`src/rtl/enc_pkg.sv`:
```
// Shared types and limits for the debounced one-hot to binary encoder.
package enc_pkg;

   typedef enum logic [1:0] {
      IDLE,
      SETTLE,
      HELD,
      REJECT
   } enc_state_t;

   localparam int MAX_N      = 64;
   localparam int MAX_STABLE = 255;

endpackage

```
`src/rtl/onehot_prio_enc.sv`:
```
// Combinational one-hot encoder: the highest set line wins; multi flags more than one set line.
module onehot_prio_enc
   import enc_pkg::*;
#(
   parameter int N = 10,
   parameter int W = 4
) (
   input  logic [N-1:0] x,
   output logic [W-1:0] code,
   output logic         multi
);

   logic seen;

   // Scan upward so later (higher) lines overwrite the code, and flag any second hit.
   always_comb begin
      code  = '0;
      multi = 1'b0;
      seen  = 1'b0;
      for (int i = 0; i < N; i++) begin
         if (i < MAX_N && x[i]) begin
            multi = multi | seen;
            seen  = 1'b1;
            code  = W'(i);
         end
      end
   end

endmodule

```
`src/rtl/bcd_encoder_debounced.sv`:
```
// Debounced one-hot encoder: a pattern must be stable for STABLE_CYCLES samples before Y/valid update.
// Define ENC_MULTI_ERR_EN to reject multi-hot patterns with an err pulse instead of encoding them.
module bcd_encoder_debounced
   import enc_pkg::*;
#(
   parameter int N             = 10,
   parameter int W             = $clog2(N),
   parameter int STABLE_CYCLES = 4
) (
   input  logic         clk,
   input  logic         rst,
   input  logic [N-1:0] X,
   output logic [W-1:0] Y,
   output logic         valid,
   output logic         active,
   output logic         err
);

   localparam int StableEff = (STABLE_CYCLES > MAX_STABLE) ? MAX_STABLE : STABLE_CYCLES;
   localparam int CW        = $clog2(StableEff + 1);
   // The first sample already counts, so acceptance comes StableEff-1 edges later (one edge minimum).
   localparam int AcceptAt  = (StableEff >= 2) ? StableEff - 2 : 0;
   localparam logic [CW-1:0] AcceptCnt = CW'(AcceptAt);

`ifdef ENC_MULTI_ERR_EN
   localparam bit MultiErrEn = 1'b1;
`else
   localparam bit MultiErrEn = 1'b0;
`endif

   enc_state_t    state, state_d;
   logic [N-1:0]  x_q, x_q_d;
   logic [CW-1:0] cnt, cnt_d;
   logic [W-1:0]  y_d;
   logic          valid_d, err_d;
   logic [W-1:0]  code;
   logic          multi;

   onehot_prio_enc #(
      .N(N),
      .W(W)
   ) u_enc (
      .x    (x_q),
      .code (code),
      .multi(multi)
   );

   always_ff @(posedge clk) begin
      if (rst) begin
         state <= IDLE;
         x_q   <= '0;
         cnt   <= '0;
         Y     <= '0;
         valid <= 1'b0;
         err   <= 1'b0;
      end else begin
         state <= state_d;
         x_q   <= x_q_d;
         cnt   <= cnt_d;
         Y     <= y_d;
         valid <= valid_d;
         err   <= err_d;
      end
   end

   // Any change of X, even on the acceptance edge, restarts settling with the new pattern.
   always_comb begin
      state_d = state;
      x_q_d   = x_q;
      cnt_d   = cnt;
      y_d     = Y;
      valid_d = 1'b0;
      err_d   = 1'b0;
      case (state)
         IDLE: begin
            if (X != '0) begin
               x_q_d   = X;
               cnt_d   = '0;
               state_d = SETTLE;
            end
         end
         SETTLE: begin
            if (X == '0) begin
               x_q_d   = '0;
               cnt_d   = '0;
               state_d = IDLE;
            end else if (X != x_q) begin
               x_q_d = X;
               cnt_d = '0;
            end else if (cnt == AcceptCnt) begin
               cnt_d = '0;
               if (MultiErrEn && multi) begin
                  err_d   = 1'b1;
                  state_d = REJECT;
               end else begin
                  y_d     = code;
                  valid_d = 1'b1;
                  state_d = HELD;
               end
            end else begin
               cnt_d = cnt + 1'b1;
            end
         end
         HELD, REJECT: begin
            if (X == '0) begin
               x_q_d   = '0;
               cnt_d   = '0;
               state_d = IDLE;
            end else if (X != x_q) begin
               x_q_d   = X;
               cnt_d   = '0;
               state_d = SETTLE;
            end
         end
         default: state_d = IDLE;
      endcase
   end

   assign active = (state == HELD);

endmodule

```
`config.mk`:
```
export PLATFORM = sky130hd
export DESIGN_NAME = bcd_encoder_debounced
export DESIGN_NICKNAME = d
export VERILOG_FILES = /design/src/rtl/enc_pkg.sv /design/src/rtl/onehot_prio_enc.sv /design/src/rtl/bcd_encoder_debounced.sv
export SDC_FILE = /design/constraint.sdc
export NUM_CORES = 1
export LEC_CHECK = 0
export ABC_AREA = 1
export CORE_MARGIN = 2
export CORE_UTILIZATION = 47
export CTS_BUF_LIST = sky130_fd_sc_hd__clkbuf_16
export DETAILED_ROUTE_END_ITERATION = 7
export GPL_ROUTABILITY_DRIVEN = 0
export GPL_TIMING_DRIVEN = 0
export PLACE_DENSITY = 0.74
export REMOVE_ABC_BUFFERS = 1
export SLEW_MARGIN = 25
export SYNTH_ARGS = -nofsm -noshare
export SYNTH_HDL_FRONTEND = slang
export SYNTH_SLANG_ARGS = --single-unit
```
`constraint.sdc`:
```
create_clock -name clk -period 1.33 [get_ports clk]
set_input_delay 0.133 -clock clk [delete_from_list [all_inputs] [get_ports clk]]
set_output_delay 0.133 -clock clk [all_outputs]
set_load 0.05 [all_outputs]
```
**Yosys cells after proc, flatten, opt, wreduce, memory -nomap -nowiden**

Index checks and enable logic that the tools add are counted.

- Register bits after elaboration: 20
- Bits in latches: 0
- Memory bits (writable): 0
- Bits in read-only memories: 0
- Input bits: 12
- Logic and storage cells: 57
- Memories: 0

- $add $sub $neg: 1
- Multiply operators: 0
- Divide/modulo/power cells: 0
- $lt $le $gt $ge: 0
- Eq/ne operators: 10
- Shift-type cells: 0
- Mux-type cells: 28
- Bitwise logic cells: 3
- Reductions and logical operators: 10

Operators with widths:

| cell | number |
|---|---|
| 10-bit two-way mux | 3 |
| 4-bit two-way mux | 6 |
| 10-bit case mux with 2 select lines | 1 |
| 3-bit two-way mux | 6 |
| 2-bit two-way mux | 8 |
| 10-bit logical NOT | 1 |
| 10-bit != test | 1 |
| 10-bit nonzero test | 1 |
| 3-bit != test, second input constant | 3 |
| 3-bit case mux with 3 select lines | 1 |
| 4-bit AND reduction | 2 |
| 2-bit case mux with 3 select lines | 1 |
| 2-bit equality test, second input constant | 2 |
| 2-bit AND reduction | 2 |
| 4-bit OR reduction | 1 |
| 3-bit by 1-bit adder with 3-bit output, second input constant | 1 |
| 3-bit by 2-bit equality test with 1-bit output, second input constant | 1 |
| 3-bit by 1-bit != test with 1-bit output, second input constant | 1 |
| 1-bit inverter | 3 |
| 3-bit OR reduction | 1 |
| 2-bit by 1-bit equality test with 1-bit output, second input constant | 1 |
| 2-bit logical NOT | 1 |
| 1-bit two-way mux | 2 |
| 2-bit != test, second input constant | 1 |
| 2-bit OR reduction | 1 |

**Longest topological paths before layout**

- Word-level depth: 9
- Mapped depth: 13
- Depth with buffers taken out: 13

**Hierarchy**

From an unflattened synthesis, not the netlist that was laid out.

- Cells, all modules: 206
- Area, all modules: 1,226.2 um^2

By module, submodules not included:

| module | times used | cells each | area an instance (um^2) |
|---|---|---|---|
| bcd_encoder_debounced | 1 | 163 | 1,043.5 |
| onehot_prio_enc | 1 | 43 | 182.7 |

**Worst setup path before layout**

Ideal clock, no wire load.

- Path kind: register -> register
- From: register x_q[3]
- To: register x_q[8]
- Library setup time: 113 ps
- Data arrival time: 1,310 ps
- Required time: 1,217 ps
- Setup slack: -93 ps
- Cell stages (with the launch flop): 12
- Clock period less this slack: 1,423 ps
- Cell sequence: dfxtp_1 > inv_1 > or2_0 > nand3_2 > nor2_4 > nand2_2 > clkinv_4 > nand2_8 > nand2_4 > buf_12 > o21ai_1 > nor2_1

- Cells in the longest elaborated chain, start to end: 3

Ends and longest elaborated chain:

| element | line | source |
|---|---|---|
| start, declared | bcd_encoder_debounced.sv:32 | `logic [N-1:0] x_q, x_q_d;` |
| start signal, assigned | bcd_encoder_debounced.sv:58 | `x_q <= x_q_d;` |
| 10-bit != test | bcd_encoder_debounced.sv:87, bcd_encoder_debounced.sv:109 |  |
| 3-bit by 1-bit != test with 1-bit output (no source line) | -- |  |
| 2-bit AND reduction (no source line) | -- |  |

No other way between the ends.
A chain may end at the register's enable or synchronous reset.

**Final worst setup path**

- From: register x_q[9]
- To: register cnt[0]

- Cells in the longest elaborated chain, start to end: 4
- Elaborated cells on any way between the ends: 6
- Classes of those cells: 2 x eq/ne; 3 x mux; 1 x reduce/logical

Ends and longest elaborated chain:

| element | line | source |
|---|---|---|
| 10-bit != test (*) | bcd_encoder_debounced.sv:87, bcd_encoder_debounced.sv:109 |  |
| 3-bit two-way mux | bcd_encoder_debounced.sv:87 | `end else if (X != x_q) begin` |
| 3-bit two-way mux | bcd_encoder_debounced.sv:83 | `if (X == '0) begin` |
| 3-bit case mux with 3 select lines | bcd_encoder_debounced.sv:74 | `case (state)` |
| end signal, assigned | bcd_encoder_debounced.sv:59 | `cnt <= cnt_d;` |
| end, declared | bcd_encoder_debounced.sv:33 | `logic [CW-1:0] cnt, cnt_d;` |

Mark *: on every way between the ends. The rest lies on a longest branch, timed or not.

==> metrics.md <==
| Metric | Value |
|---|---|
| Net switching power figure | `427 µW` |
| Reported leakage power | `0.783 nW` |
| ANT cells | `0` |
| Share of total power in the clock network | `48.4%` |
| Mapped Avg Cell Area | `7.20 µm²` |
| Residual DRC | `0` |
| Result of the run | `finished with violations` |
| Routed via count divided by cell count | `5.27` |
| Port buffer count | `17` |
| Post-route minimum period | `1.62 ns` |
| Slew @ Worst Pin | `0.864 ns` |
| Mapped Cells | `169` |
| Multiplexer share of the synthesized area | `0%` |
| Total number of vias | `1218` |
| Switching power share of the total | `24.5%` |
| Worst slew slack as a fraction of its limit | `42.4%` |
| PwrDens | `986 nW/µm²` |
| Post-synthesis simple-gate area fraction | `40.0%` |
| Clock latency on the worst-skew pair | `0.26 ns` |
| Unrepaired setup endpoints after global routing | `yes` |
| TritonCTS clock tree | `yes` |
| Worst setup slack before clock tree synthesis | `-0.608 ns` |
| R2r startpoint | `x_q[9]$_SDFFE_PP0P_` |
| Initial core utilization | `49.6%` |
| Final setup slack of the worst path | `-0.289 ns` |
| Per-cell routed wire length | `14.2 µm` |
| Dominant combinational cell family by area after synthesis | `simple AND/OR/NAND/NOR gates` |
| Sort of element at the end of the critical path | `register` |
| Data required time at the worst endpoint | `1.51 ns` |
| Internal power of the cells | `1.32 mW` |
| Master cell of the clock root buffer | `sky130_fd_sc_hd__clkbuf_16` |
| Post-synth EDFFs | `0` |
| Number of buffers added by the clock tree synthesis step | `3` |
| Sum of overflow across all layers after global routing | `0` |
| Class of the most critical setup path | `register to register` |
| Antenna Violating Nets Remaining | `0` |
| DR pass1 iterations | `4` |
| Worst hold margin | `0.310 ns` |
| Final #Nets | `214` |
| Wire length of the first global-routing pass | `4620 µm` |
| Count of hold-fix buffers inserted at cts | `0` |
| Combinational fraction of design power | `14.6%` |
| Worst Skew | `0.00999 ns` |
| Sequential cell fraction of total power | `36.9%` |
| Cell area after technology mapping | `1220 µm²` |
| XOR/XNOR Fraction of Synth Area | `4.32%` |
| Depth of the CTS H-tree | `1` |
| Number of distinct library cell variants in the gate-level netlist after synthesis | `30` |
| Fmax | `618 MHz` |
| Die extent in y | `54.9 µm` |
| Count of non-filler cells in the finished layout | `231` |
| Count of final hold-check violations | `0` |
| Core outline area | `2450 µm²` |
| Total routed wirelength | `3270 µm` |
| Share of the yosys chip area belonging to registers | `32.9%` |
| Number of synthesized register bits | `20` |
| Adder-Cell Fraction of Synth Area | `0%` |
| Rows | `18` |
| Num Clock Sinks | `20` |
| Ports | `19` |
| Final period util | `122%` |
| Die width | `54.9 µm` |
| Buffer levels on the longest clock path | `2` |
| Max Cap Viol | `0` |
| Startpoint of the worst hold path | `X[6]` |
| Fraction of layout cells with a size suffix above 1 | `41.8%` |
| Clock-pin slew reported for the worst setup and hold paths after clock tree synthesis | `0.06 ns` |
| Violations in the final reports | `setup timing` |
| Final HPWL from detailed placement | `1910 µm` |
| Top FF cell, synth | `sky130_fd_sc_hd__dfxtp_1` |
| Die ar. | `3010 µm²` |
| Warning count from the yosys run | `0` |
| Area overhead of the layout relative to synthesis | `45.1%` |
| Area fraction in compound gates after synthesis | `12.9%` |
| Largest net degree at the start of global routing | `15` |
| Maximum fanout along the worst path | `4` |
| Post-placement cell count | `213` |
| Total of endpoints with negative setup slack in the final report | `20` |
| Number of pins with negative max-slew slack in the final report | `0` |
| Number of antenna violations at the first check in global routing | `0` |
| Vias in the first global route | `1079` |
| Worst Setup Start Kind | `register` |
| Data arrival time of the critical path | `1.79 ns` |
| FFs w/ async S/R, synth | `0%` |
| Worst VDD drop | `772 µV` |
| DRC violation total after the first TritonRoute iteration | `44` |
| Min-delay worst type | `input pin to register` |
| GRT Overall Usage | `21.4%` |
| CP Launch Point | `x_q[9]$_SDFFE_PP0P_` |
[repair_timing]
item,CTS,global route
setup buffers,11,2
gates cloned,1,0
gates resized for setup,57,19
pin swaps,21,9
endpoints found under the setup margin,26,21
[layout by cell type (no fill, tap or decap), types with 5 or more instances in the layout]
cell type | synthesis | final
sky130_fd_sc_hd__a21oi_1 | 9 | 7
sky130_fd_sc_hd__a21oi_2 | 8 | 10
sky130_fd_sc_hd__buf_4 | 1 | 9
sky130_fd_sc_hd__dfxtp_1 | 20 | 14
sky130_fd_sc_hd__dlygate4sd2_1 | 0 | 16
sky130_fd_sc_hd__inv_1 | 17 | 14
sky130_fd_sc_hd__nand2_1 | 37 | 24
sky130_fd_sc_hd__nand2_2 | 9 | 15
sky130_fd_sc_hd__nand2_4 | 2 | 9
sky130_fd_sc_hd__nand3_1 | 6 | 5
sky130_fd_sc_hd__nor2_1 | 20 | 15
sky130_fd_sc_hd__nor2_4 | 4 | 6
sky130_fd_sc_hd__xnor2_1 | 5 | 5
[logic make-up after synthesis]
group	count (synthesis)
XOR/XNOR	6
AND/OR/NAND/NOR	93
other	1
AO/OA/AOI/OAI	25
buffers and inverters	24
flip-flops	20
[area by class of cell]
| type | count | area, µm² |
|---|---|---|
| Clock buffer | 3 | 75.1 |
| Sequential cell | 20 | 413 |
| Fill cell | 187 | 688 |
| Tap cell | 30 | 37.5 |
| Inverter | 21 | 98.8 |
| Clock inverter | 1 | 30.0 |
| Multi-Input combinational cell | 126 | 846 |
| Timing Repair Buffer | 30 | 267 |
[metrics by stage]
step | utilization (%) | cell area [µm²] | setup TNS [ns] | power [mW]
global placement | 56.8 | 1390 | -9.59 | 0.862
floorplan | - | 1190 | -0.629 | 0.791
finish | 72.0 | 1770 | -4.43 | 1.74
global route | 72.0 | 1770 | -5.32 | 1.79
detailed placement | 56.8 | 1390 | -10.44 | 0.869
CTS | 69.7 | 1710 | -2.52 | 1.71
[cells in the mapped netlist (2+ instances only)]
cell	n	share of area, %
sky130_fd_sc_hd__nor3b_1	2	1.2
sky130_fd_sc_hd__nand2_4	2	1.8
sky130_fd_sc_hd__nand3_2	3	2.5
sky130_fd_sc_hd__inv_1	17	5.2
sky130_fd_sc_hd__a21oi_2	8	5.8
sky130_fd_sc_hd__o21ai_0	5	2.1
sky130_fd_sc_hd__o21ai_1	2	0.82
sky130_fd_sc_hd__inv_2	2	0.62
sky130_fd_sc_hd__nand2_2	9	4.6
sky130_fd_sc_hd__nand4_1	4	2.1
sky130_fd_sc_hd__nor2_1	20	6.2
sky130_fd_sc_hd__a21oi_1	9	3.7
sky130_fd_sc_hd__nand3_1	6	2.5
sky130_fd_sc_hd__nand2_1	37	11
sky130_fd_sc_hd__nor2_4	4	3.7
sky130_fd_sc_hd__xnor2_1	5	3.6
sky130_fd_sc_hd__nor3_1	2	0.82
sky130_fd_sc_hd__dfxtp_1	20	33
[power by group through the flow]
stage | logic (mW) | clock network [mW] | registers, mW
after floorplan | 0.139 | 0 | 0.652
after global placement | 0.206 | 0 | 0.656
after detailed placement | 0.212 | 0 | 0.656
after CTS | 0.232 | 0.841 | 0.641
after global routing | 0.274 | 0.867 | 0.646
final | 0.255 | 0.844 | 0.644
[state kept, by name (all words and copies together) (netlist names)]
register	flops
Y	4
cnt	3
state	2
valid	1
x_q	10
[path summary, 6_finish.rpt]
| kind | slack (ns) | to | cells after the start |
|---|---|---|---|
| worst max register to register | -0.29 | cnt[0]$_SDFFE_PP0P_ | 11 |
| worst min register to register | 0.47 | Y[1]$_SDFFE_PP0P_ | 2 |
| worst min-delay path | 0.31 | x_q[6]$_SDFFE_PP0P_ | 3 |
| worst max-delay path | -0.29 | cnt[0]$_SDFFE_PP0P_ | 11 |
[per-layer routing]
metal / GRT usage [%] / wire length (µm)
met1: 26.0 / 1370
met2: 39.3 / 1750
met3: 3.23 / 99
met4: 4.88 / 48
met5: 0 / 0
[critical path: stages, from the launching register on]
cell and delay [ns]:
sky130_fd_sc_hd__dfxtp_4 0.37, sky130_fd_sc_hd__inv_2 0.04, sky130_fd_sc_hd__nand2_1 0.06, sky130_fd_sc_hd__nand2_1 0.07, sky130_fd_sc_hd__nor2_2 0.12, sky130_fd_sc_hd__nand2_2 0.07
sky130_fd_sc_hd__nor2_4 0.17, sky130_fd_sc_hd__buf_6 0.12, sky130_fd_sc_hd__nand4_1 0.15, sky130_fd_sc_hd__nand2_2 0.16, sky130_fd_sc_hd__nand2_1 0.06, sky130_fd_sc_hd__a21oi_1 0.13
Note: power is estimated with default switching activity, not from simulation.
